`src/rtl/div_nr_seq.sv`:
```
// Sequential non-restoring divider, one quotient bit per clock, with FRAC fractional bits.
// Define DIV_SIGNED_EN for two's-complement operands (truncating quotient, remainder follows dividend sign).
module div_nr_seq #(
    parameter int N    = 16,
    parameter int FRAC = 0
) (
    input  logic              clk,
    input  logic              rst,
    input  logic              start,
    input  logic [N-1:0]      dividend,
    input  logic [N-1:0]      divisor,
    output logic              busy,
    output logic              done,
    output logic [N+FRAC-1:0] quotient,
    output logic [N-1:0]      remainder,
    output logic              div_zero
);

    // state | meaning
    // IDLE  | waiting for start; zero-divisor requests are answered here directly
    // CALC  | one non-restoring step per edge, N+FRAC steps
    // FIX   | remainder correction, sign fix-up, result registered, done pulsed
    localparam int QW = N + FRAC;
    localparam int CW = $clog2(QW + 1);

    localparam logic [1:0] IDLE = 2'd0;
    localparam logic [1:0] CALC = 2'd1;
    localparam logic [1:0] FIX  = 2'd2;

    logic [1:0]    state;
    logic [N:0]    p;
    logic [N-1:0]  d;
    logic [N-1:0]  a;
    logic [QW-1:0] q;
    logic [CW-1:0] cnt;

    logic [N:0]    p_sh;
    logic [N:0]    p_nx;
    logic [N-1:0]  r_fix;
    logic [N-1:0]  dvd_in;
    logic [N-1:0]  dvs_in;
    logic [QW-1:0] q_out;
    logic [N-1:0]  r_out;

`ifdef DIV_SIGNED_EN
    logic neg_q;
    logic neg_r;

    always_comb begin
        dvd_in = dividend[N-1] ? (~dividend + 1'b1) : dividend;
        dvs_in = divisor[N-1]  ? (~divisor + 1'b1)  : divisor;
        q_out  = neg_q ? (~q + 1'b1) : q;
        r_out  = neg_r ? (~r_fix + 1'b1) : r_fix;
    end
`else
    always_comb begin
        dvd_in = dividend;
        dvs_in = divisor;
        q_out  = q;
        r_out  = r_fix;
    end
`endif

    // Dividend bits enter MSB-first; zeros shifted into a supply the fractional steps.
    always_comb begin
        p_sh  = {p[N-1:0], a[N-1]};
        p_nx  = p[N] ? (p_sh + {1'b0, d}) : (p_sh - {1'b0, d});
        r_fix = p[N] ? (p[N-1:0] + d) : p[N-1:0];
    end

    assign busy = (state != IDLE);

    always_ff @(posedge clk) begin
        if (rst) begin
            state     <= IDLE;
            p         <= '0;
            d         <= '0;
            a         <= '0;
            q         <= '0;
            cnt       <= '0;
            done      <= 1'b0;
            quotient  <= '0;
            remainder <= '0;
            div_zero  <= 1'b0;
`ifdef DIV_SIGNED_EN
            neg_q     <= 1'b0;
            neg_r     <= 1'b0;
`endif
        end else begin
            done <= 1'b0;
            case (state)
                IDLE: begin
                    if (start) begin
                        if (divisor == '0) begin
                            quotient  <= '1;
                            remainder <= dividend;
                            div_zero  <= 1'b1;
                            done      <= 1'b1;
                        end else begin
                            a     <= dvd_in;
                            d     <= dvs_in;
                            p     <= '0;
                            q     <= '0;
                            cnt   <= '0;
                            state <= CALC;
`ifdef DIV_SIGNED_EN
                            neg_q <= dividend[N-1] ^ divisor[N-1];
                            neg_r <= dividend[N-1];
`endif
                        end
                    end
                end
                CALC: begin
                    p   <= p_nx;
                    a   <= {a[N-2:0], 1'b0};
                    q   <= {q[QW-2:0], ~p_nx[N]};
                    cnt <= cnt + 1'b1;
                    if (cnt == CW'(QW - 1))
                        state <= FIX;
                end
                FIX: begin
                    quotient  <= q_out;
                    remainder <= r_out;
                    div_zero  <= 1'b0;
                    done      <= 1'b1;
                    state     <= IDLE;
                end
                default: state <= IDLE;
            endcase
        end
    end

endmodule

```
`config.mk`:
```
export PLATFORM = sky130hd
export DESIGN_NAME = div_nr_seq
export DESIGN_NICKNAME = d
export VERILOG_FILES = /design/src/rtl/div_nr_seq.sv
export SDC_FILE = /design/constraint.sdc
export NUM_CORES = 1
export LEC_CHECK = 0
export ABC_AREA = 1
export CORE_MARGIN = 8
export CORE_UTILIZATION = 50
export CTS_CLUSTER_DIAMETER = 60
export DETAILED_ROUTE_END_ITERATION = 10
export PLACE_DENSITY = 0.75
export SETUP_SLACK_MARGIN = 0.4
export SLEW_MARGIN = 20
export SYNTH_ARGS = -nofsm -noshare
export SYNTH_HDL_FRONTEND = slang
export SYNTH_SLANG_ARGS = --single-unit
```
`constraint.sdc`:
```
create_clock -name clk -period 2.45 [get_ports clk]
set_input_delay 0.245 -clock clk [delete_from_list [all_inputs] [get_ports clk]]
set_output_delay 0.245 -clock clk [all_outputs]
set_load 0.02 [all_outputs]
```
==> results.cfg <==
[run_status]
status = finished with violations
violations = negative setup slack

[synth]
yosysUniqueCellTypes = 41
synth_area_leaders = dfxtp_1 (34%), nand2_1 (18%), a21oi_1 (7.3%)
synth-async-reset-ratio_pct = 0
yosys.area_share.xor_xnor_pct = 2.50
synth_edf_count = 0
synth_compound_gate_area_share_pct = 16.1
ys_ff_latch = 106
yosysTopAreaCell = dfxtp_1
synth_top_family_by_area = simple AND/OR/NAND/NOR gates
syn_area_per_cell_um2 = 6.52
syn_inst = 968
synth_simple_gate_area_share_pct = 32.0
synth_fa_ha_area_share_pct = 7.37
muxShareOfSynthArea_pct = 0
yosysWarnings = 0
syn_nets = 1039
synth_most_common_cell = nand2_1
synth.cell_area_um2 = 6320
netlist.area_leader.share_pct = 33.6
synthTopCellsByCount = nand2_1 (305), dfxtp_1 (106), nor2_1 (93)
ys_seq_area_share_pct = 33.6
ys.flop_type = dfxtp_1

[timing]
period_minus_slack_ns = 2.57
skew_ns = 0.0112
worstMarginPinSlew_ns = 0.525
setup_viol = 4
fin_crit_sh_pct = 105
slew_violations = 0
fmax_mhz = 389
layout_setup_ws_ns = -0.118
hold_viol_final = 0
whs_ns = 0.289
rsz0062_at_grt = yes
worst_slew_margin_rel_pct = 65.0

[setup_path]
worstRegToRegCells = 16
timing.rr.start = d[2]$_SDFFE_PP0P_
slowest_delay_ns = 0.41
crit_cells = 16
cp_slowest_cell = ha_1
crit_buf_inv = 2
startpoint = d[2]$_SDFFE_PP0P_
r2r_end = p[16]$_SDFFE_PP0P_
startpoint_type = register
cp-end-kind = register
worstSetupEndpoint = p[16]$_SDFFE_PP0P_
cp_top_family = simple AND/OR/NAND/NOR gates
crit_required_ns = 2.69
path_class = register to register
cp_cell_sequence = inv_4 -> nand3_4 -> nor2_4 -> nand3_4 -> o31ai_4 -> xor2_1 -> ha_1 -> nand2_2 -> inv_2 -> nand2_4 -> nor3_4 -> nand2_1 -> nand2_1 -> nand3_2 -> nand3_2 -> a21oi_2
critPathMaxFanout = 4
cp_data_arrival_time_ns = 2.81
ff2ff_setup_slack_ns = -0.12

[global_route]
grt_pass1_vias = 6262
grt_use_met2_pct = 37.4
overflow = 0
grt_use_met3_pct = 5.34
antenna_found_initial = 0
grt_pass1_wl_mm = 30.5
grt_use_met1_pct = 28.8
busiest_layer = met2
gr-usage-all-layers_pct = 23.0
grt_max_degree = 45

[job]
maxCapViolations = 0

[final_layout]
n_fill_cell = 1048
areaGrowthSynthToFinish_pct = 31.5
drive_gt1_share_pct = 19.5
fin_nets = 1136
antennaDiodeCount = 0
final_cells = 1242
final_core_util_pct = 66.6

[die]
row_count = 41
fp.dieH_um = 128
coreArea_um2 = 12500
initial_utilization_pct = 50.7
boundaryPins = 70
die-area_um2 = 16500
die_w_um = 128

[drt]
detail-route-antenna-nets = 0
drc = 0
post_drt_wl_per_cell_um = 16.0
vias = 6736
firstDrtPassIters = 6
drt-initial-drc-count = 546
drt_wl_total_mm = 19.8
viasPerCell = 5.42

[placed_design]
gp_congestion = 0.911
portBuffers = 69
dp_slack_ns = -0.0146
hpwlAfterDp_mm = 13.3
post-place-cells = 1197

[clock_network]
numClockSinks = 106
ctsHoldBuffers = 0
clk_path_buf_depth = 2
cts-htree-levels = 3
cts_tree = built
cts_root_buffer = clkbuf_16
cts_made_buffers = 9
clock_latency_ns = 0.37
clkSlewWorstSetupHoldPaths_ns = 0.08

[power]
max-vdd-ir-drop_mv = 0.589
p_per_area_nw_per_um2 = 671
leakagePower_nw = 3.57

[min_path]
hold_class = primary input to register
## logic make-up (layout without fill, tap and decap cells)
family                   count (synthesis)  in the layout
AO/OA/AOI/OAI                          189            189
flip-flops                             106            106
AND/OR/NAND/NOR                        493            493
buffers and inverters                  126            228
XOR/XNOR                                18             18
adder cells (fa/ha/maj)                 36             36
## worst min path at each step
stage                                    startpoint                         to  slack [ns]  cells past startpoint
after floorplan                         dividend[0]          a[0]$_SDFFE_PP0P_        0.39                      2
after global placement     quotient[4]$_SDFFE_PP0P_   quotient[4]$_SDFFE_PP0P_        0.45                      2
after detailed placement  quotient[13]$_SDFFE_PP0P_  quotient[13]$_SDFFE_PP0P_        0.45                      2
after CTS                                       rst         q[12]$_SDFFE_PP0P_        0.35                      3
after global routing                            rst  quotient[13]$_SDFFE_PP0P_        0.32                      4
final                                           rst  quotient[13]$_SDFFE_PP0P_        0.29                      4
## flip-flops by register name, summed over array words and instances, names as in the netlist
| register | cells |
|---|---|
| p | 17 |
| a | 16 |
| d | 16 |
| q | 16 |
| quotient | 16 |
| remainder | 16 |
| cnt | 5 |
| state | 2 |
| div_zero | 1 |
| done | 1 |
## area by class of cell
type / instances / area, um^2 / share of cell area [%]
multi-input combinational: 736 / 4180 / 50.3
sequential: 106 / 2130 / 25.7
timing repair buffer: 121 / 1100 / 13.3
inverter: 91 / 354 / 4.26
clock buffer: 9 / 225 / 2.71
tap: 172 / 215 / 2.59
clock inverter: 7 / 93.8 / 1.13
## placed cells by master (no fill, tap or decap), types with 22 or more instances in the layout
cell type,Yosys,final
ha_1,34,22
a21oi_1,92,75
nand2_2,5,32
nand2_1,305,271
dfxtp_1,106,100
o21ai_0,60,48
inv_1,83,74
buf_4,0,49
clkdlybuf4s50_1,0,68
nor2_1,93,77
nand3_1,66,59
## metal layers
metal  vias up  part of all wire [%]
li1       3339                     -
met1      3103                    42
met2       240                    47
met3        54                   6.3
met4         0                   3.7
met5         -                     0
## power breakdown
group / switching (mW) / leakage (nW) / total (mW) / internal [mW]
combinational: 1.28 / 2.55 / 2.14 / 0.859
sequential: 0.114 / 0.866 / 1.92 / 1.81
clock: 0.777 / 0.154 / 1.52 / 0.740
total: 2.17 / 3.57 / 5.58 / 3.41
## tightest hold or removal path, cell delays in order
cell     delay (ns)
buf_2          0.12
nor2_2         0.11
nand2_1        0.07
o21ai_0        0.06
## timing repair
| action | in CTS | in global routing |
|---|---|---|
| gates resized for setup | 47 | 89 |
| endpoints found under the setup margin | 20 | 35 |
| setup buffers | 15 | 14 |
| pin swaps | 35 | 43 |
## stage by stage
step	instance area [um^2]	setup TNS, ns	power, mW
2_1_floorplan	6380	0	3.05
3_3_place_gp	7290	0	3.44
5_1_grt	8310	-0.984	5.85
4_1_cts	7900	0	5.17
6_report	8310	-0.283	5.58
3_5_place_dp	7290	-0.0288	3.45
No activity file was read; power rests on OpenSTA's default activity.
